--- config.mk ---
export PLATFORM = sky130hd
export DESIGN_NAME = cpu_sequencer
export DESIGN_NICKNAME = d
export VERILOG_FILES = /design/src/rtl/cpu_sequencer.sv
export SDC_FILE = /design/constraint.sdc
export NUM_CORES = 1
export LEC_CHECK = 0
export BUFFER_PORTS_ARGS = -buffer_cell sky130_fd_sc_hd__buf_2
export CORE_MARGIN = 5
export CORE_UTILIZATION = 53
export DETAILED_ROUTE_END_ITERATION = 8
export PLACE_DENSITY = 0.84
export SLEW_MARGIN = 25
export SYNTH_ARGS = -nofsm -noshare
export SYNTH_HDL_FRONTEND = slang
export SYNTH_SLANG_ARGS = --single-unit
--- constraint.sdc ---
create_clock -name clk -period 5.2 [get_ports clk]
set_input_delay 0.52 -clock clk [delete_from_list [all_inputs] [get_ports clk]]
set_output_delay 0.52 -clock clk [all_outputs]
set_load 0.03 [all_outputs]
--- src/rtl/cpu_sequencer.sv ---
// cpu_sequencer: multi-cycle control sequencer for the 8-bit accumulator CPU.
// It owns the program counter, fetches instruction bytes from program ROM
// over a req/ack handshake, decodes them and drives one-cycle datapath
// write strobes.
//
// Optional feature macro: SEQ_SINGLE_STEP_EN. When it is defined, the step
// input exists. Every fetch that follows an EXEC then waits for step before
// it raises rom_req.
//
// Ports:
//   clk, rst_n          clock (rising edge), async active-low reset
//   rom_req/rom_addr    fetch request and address (= PC)
//   rom_ack/rom_data    ROM data valid and fetched byte
//   instr, imm          latched instruction and immediate bytes
//   carry_in            datapath carry flag (conditional jumps)
//   jump_target         jump destination from the datapath
//   w_acc..w_carry      datapath write strobes, high only in EXEC
//   halted              high while halted (exit only by reset)
//   step                single-step advance (SEQ_SINGLE_STEP_EN only)
module cpu_sequencer #(
  parameter int unsigned            PC_W     = 16,
  parameter logic [PC_W-1:0]        RESET_PC = '0
) (
  input  logic            clk,
  input  logic            rst_n,
  output logic            rom_req,
  output logic [PC_W-1:0] rom_addr,
  input  logic            rom_ack,
  input  logic [7:0]      rom_data,
  output logic [7:0]      instr,
  output logic [7:0]      imm,
  input  logic            carry_in,
  input  logic [PC_W-1:0] jump_target,
  output logic            w_acc,
  output logic            w_dx,
  output logic            w_dy,
  output logic            w_sp,
  output logic            w_ioout,
  output logic            w_carry,
`ifdef SEQ_SINGLE_STEP_EN
  input  logic            step,
`endif
  output logic            halted
);

  typedef enum logic [2:0] {
    S_FETCH  = 3'd0,
    S_DECODE = 3'd1,
    S_FETCH2 = 3'd2,
    S_EXEC   = 3'd3,
    S_HALT   = 3'd4
  } state_e;

  state_e          state_q, state_d;
  logic [PC_W-1:0] pc_q, pc_d;
  logic [7:0]      instr_q, instr_d;
  logic [7:0]      imm_q, imm_d;
  logic            fetch_go;   // FETCH may raise rom_req this cycle
  logic            jmp_taken;

`ifdef SEQ_SINGLE_STEP_EN
  // Set on the EXEC->FETCH edge and cleared by step. Reset leaves it clear,
  // so the first fetch after reset does not wait for step.
  logic step_wait_q, step_wait_d;
  assign fetch_go = !step_wait_q || step;
`else
  assign fetch_go = 1'b1;
`endif

  // A JMP byte of 8'hFF is HALT and never reaches EXEC. The check is kept
  // here anyway so that this decode stays correct on its own.
  assign jmp_taken = (instr_q[7:6] == 2'b11) && (instr_q != 8'hFF) &&
                     (!instr_q[0] || carry_in);

  // State register
  always_ff @(posedge clk or negedge rst_n) begin
    if (!rst_n) begin
      state_q     <= S_FETCH;
      pc_q        <= RESET_PC;
      instr_q     <= '0;
      imm_q       <= '0;
`ifdef SEQ_SINGLE_STEP_EN
      step_wait_q <= 1'b0;
`endif
    end else begin
      state_q     <= state_d;
      pc_q        <= pc_d;
      instr_q     <= instr_d;
      imm_q       <= imm_d;
`ifdef SEQ_SINGLE_STEP_EN
      step_wait_q <= step_wait_d;
`endif
    end
  end

  // Next-state logic
  always_comb begin
    state_d     = state_q;
    pc_d        = pc_q;
    instr_d     = instr_q;
    imm_d       = imm_q;
`ifdef SEQ_SINGLE_STEP_EN
    step_wait_d = step_wait_q;
`endif
    unique case (state_q)
      S_FETCH: begin
`ifdef SEQ_SINGLE_STEP_EN
        if (step) step_wait_d = 1'b0;
`endif
        if (fetch_go && rom_ack) begin
          instr_d = rom_data;
          pc_d    = pc_q + 1'b1;  // wraps modulo 2^PC_W
          state_d = S_DECODE;
        end
      end
      S_DECODE: begin
        if (instr_q[7:6] == 2'b10) state_d = S_FETCH2;
        else if (instr_q == 8'hFF) state_d = S_HALT;
        else                       state_d = S_EXEC;
      end
      S_FETCH2: begin
        if (rom_ack) begin
          imm_d   = rom_data;
          pc_d    = pc_q + 1'b1;
          state_d = S_EXEC;
        end
      end
      S_EXEC: begin
        if (jmp_taken) pc_d = jump_target;
        state_d = S_FETCH;
`ifdef SEQ_SINGLE_STEP_EN
        step_wait_d = 1'b1;
`endif
      end
      S_HALT:  state_d = S_HALT;
      default: state_d = S_FETCH;
    endcase
  end

  // Output decode
  always_comb begin
    rom_req = 1'b0;
    w_acc   = 1'b0;
    w_dx    = 1'b0;
    w_dy    = 1'b0;
    w_sp    = 1'b0;
    w_ioout = 1'b0;
    w_carry = 1'b0;
    halted  = 1'b0;
    unique case (state_q)
      S_FETCH:  rom_req = fetch_go;
      S_FETCH2: rom_req = 1'b1;
      S_HALT:   halted  = 1'b1;
      S_EXEC: begin
        unique case (instr_q[7:6])
          2'b00: begin
            w_acc   = 1'b1;
            w_carry = 1'b1;
          end
          2'b01: begin
            // Destinations 5-7 are NOPs, so no strobe is raised for them.
            unique case (instr_q[2:0])
              3'd0:    w_acc   = 1'b1;
              3'd1:    w_dx    = 1'b1;
              3'd2:    w_dy    = 1'b1;
              3'd3:    w_sp    = 1'b1;
              3'd4:    w_ioout = 1'b1;
              default: ;
            endcase
          end
          2'b10:   w_acc = 1'b1;
          default: ;
        endcase
      end
      default: ;
    endcase
  end

  assign rom_addr = pc_q;
  assign instr    = instr_q;
  assign imm      = imm_q;

endmodule

==> flow_metrics.env <==
export IMPL_status="completed"
export IMPL_synth_top_cell_area_share_pct=46.17
export IMPL_finalHoldViolations=0
export IMPL_slowest_stage="dfrtp_1"
export IMPL_finalPower_uw=1630
export IMPL_crit_type="reg2out"
export IMPL_tightestPinTransition_ns=0.8051
export IMPL_rows=21
export IMPL_synth_area_leaders="dfrtp_1, mux2_2, a21oi_1"
export IMPL_die_height_um=69.83
export IMPL_postSynthCellCount=189
export IMPL_rrSetupSlack_ns=3.02
export IMPL_n_fill_cell=271
export IMPL_antennaDiodeCount=0
export IMPL_wl_met2_um=2335
export IMPL_dp_hpwl_um=3431
export IMPL_start_kind="flop"
export IMPL_ys_seq_elements=35
export IMPL_rsz0062_at_grt="false"
export IMPL_grt_pass1_wl_um=7741
export IMPL_cp_top_family="simple AND/OR/NAND/NOR gates"
export IMPL_clk_path_buf_depth=2
export IMPL_layout_cells_non_filler=299
export IMPL_drv_slew=0
export IMPL_post_route_period_util_pct=47.52
export IMPL_grt_ovfl_total=0
export IMPL_grt_pass1_vias=1725
export IMPL_cp_cell_sequence="and3b_1, nand2_4, nor4bb_1, buf_2"
export IMPL_drive_gt1_share_pct=40.32
export IMPL_crit_required_ns=4.68
export IMPL_fin_tns_setup_ns=0
export IMPL_critPathBufInv=1
export IMPL_cts_htree_levels=2
export IMPL_grt_start_max_net_pins=36
export IMPL_async_flop_share_pct=100.0
export IMPL_end_kind="output port"
export IMPL_multi_input_area_um2=945.9
export IMPL_cts_setup_buffers=0
export IMPL_cap_violations=0
export IMPL_tritoncts="yes"
export IMPL_cts_made_buffers=5
export IMPL_hold_ws_ns=0.2446
export IMPL_p_per_area_nw_per_um2=710.1
export IMPL_synth_ff_type="dfrtp_1"
export IMPL_timing_fmax_mhz=404.7
export IMPL_critical_path_depth=4
export IMPL_gp_congestion=0.7673
export IMPL_grt_antenna_before_repair=0
export IMPL_syn_num_nets=218
export IMPL_dieWidth_um=69.83
export IMPL_mostFrequentLayoutCell="buf_2"
export IMPL_max_slew_margin_pct=46.33
export IMPL_yosysWarnings=0
export IMPL_synth_edff_count=0
export IMPL_postCtsHoldBufs=0
export IMPL_wl_met3_um=283
export IMPL_clkTransAtPathRegs_ns=0.10
export IMPL_clk_latency_ns=0.35
export IMPL_regArea_um2=875.8
export IMPL_worst_r2r_path_depth=5
export IMPL_ctsResizeCount=0
export IMPL_seq_area_frac_synth_pct=46.17
export IMPL_root_buffer="clkbuf_4"
export IMPL_worstPathArrival_ns=1.95
export IMPL_place_inst=291
export IMPL_finClkSkew_ns=0.009030
export IMPL_hold_path_class="in2async"
export IMPL_dr_max_layer_used="met4"
export IMPL_start_util_pct=55.96
export IMPL_drt_iter0_markers=94
export IMPL_viasPerCell=5.656
export IMPL_p_leak_uw=0.001043
export IMPL_place_port_buffers=67
export IMPL_post_synth_num_cell_types=38
export IMPL_r2r_start="state_q[0]$_DFFE_PN0P_"
export IMPL_core_um2=3390
export IMPL_clock_sinks=35
export IMPL_vias=1691
export IMPL_io_pins=68
export IMPL_finalSetupViolCount=0
export IMPL_met1_length_um=1892
export IMPL_layout_common_cells="buf_2, dfrtp_1, nand2_1"
export IMPL_min_period_ns=2.471
export IMPL_yosys_area_top_type="dfrtp_1"
export IMPL_crit_path_max_fanout=9
export IMPL_drc=0
export IMPL_antenna_left=0
export IMPL_drtPass1Iterations=4
export IMPL_grt_usage_pct=19.65
export IMPL_fin_ws_ns=2.729
export IMPL_critPathMaxStageDelay_ns=0.50
export IMPL_drt_wirelength_per_cell_um=15.43
export IMPL_syn_to_final_growth_pct=20.98
export IMPL_synth_area_um2=1897
export IMPL_ir_worst_vdd_mv=0.4493
export IMPL_rr_endpoint="rom_addr[0]$_DFFE_PN0P_"
export IMPL_place_ws_ns=3.048
export IMPL_avgSynthCellArea_um2=10.04
export IMPL_die_area_um2=4876
export IMPL_wl_um=4613
export IMPL_final_nets=281
## sequential cells by signal, indices dropped and copies added (netlist names)
register and count:
rom_addr 16, imm 8, instr 8, state_q 3
## worst max-delay path by stage
stage,end,slack (ns),startpoint
floorplan,w_ioout,2.84,state_q[2]$_DFFE_PN0P_
global placement,rom_addr[7]$_DFFE_PN0P_,3.10,state_q[2]$_DFFE_PN0P_
detailed placement,rom_addr[0]$_DFFE_PN0P_,3.05,state_q[0]$_DFFE_PN0P_
CTS,w_ioout,2.72,state_q[0]$_DFFE_PN0P_
global route,w_ioout,2.61,state_q[0]$_DFFE_PN0P_
finish,w_ioout,2.73,state_q[0]$_DFFE_PN0P_
## cells in the mapped netlist, types with 4 or more instances
| library cell | count |
|---|---|
| clkbuf_1 | 6 |
| mux2_2 | 15 |
| a2bb2oi_2 | 4 |
| nand2_1 | 20 |
| o21ai_0 | 12 |
| nand3_1 | 11 |
| o22ai_1 | 7 |
| nand2b_1 | 4 |
| nor2_1 | 10 |
| nand4_1 | 4 |
| a21oi_1 | 18 |
| dfrtp_1 | 35 |
| a21oi_2 | 4 |
## worst register-to-register path: cells and delay by family, from the launching register on
family | cells | cell delay (ns)
simple gates | 2 | 0.54
flops | 1 | 0.50
mux | 1 | 0.16
compound gates | 2 | 0.92
## layout make-up
class | count | area share, %
clock buffers | 8 | 2.999
multi-input cells | 141 | 41.22
inverters | 1 | 0.1636
repair buffers | 68 | 14.94
flip-flops and latches | 35 | 38.17
well taps | 46 | 2.508
## power by group
part | internal [µW] | switching (µW) | total (µW)
combinational | 317 | 583 | 900
clock | 79.5 | 91.4 | 171
sequential | 406 | 153 | 559
total | 802 | 827 | 1630
## cells by family (layout without fill, tap and decap cells)
kind of cell	count (synthesis)	count (layout)	synth area share, %
multiplexers	17	17	9.960
adder cells (fa/ha/maj)	1	1	0.6595
buffers and inverters	13	77	3.957
flip-flops	35	35	46.17
AO/OA/AOI/OAI	54	54	19.92
AND/OR/NAND/NOR	69	69	19.33
## metal layers
layer,global-route usage (%),vias to the layer above
met1,23.22,808
met3,6.087,10
met5,0,-
li1,-,823
met4,8.723,0
met2,32.63,50
## through the flow
| step | area (µm²) | utilization (%) |
|---|---|---|
| after floorplan | 1897 | - |
| after global placement | 2226 | 65.67 |
| after detailed placement | 2226 | 65.67 |
| after CTS | 2295 | 67.70 |
| after global routing | 2295 | 67.70 |
| final | 2295 | 67.70 |
Note: power is estimated with default switching activity, not from simulation.
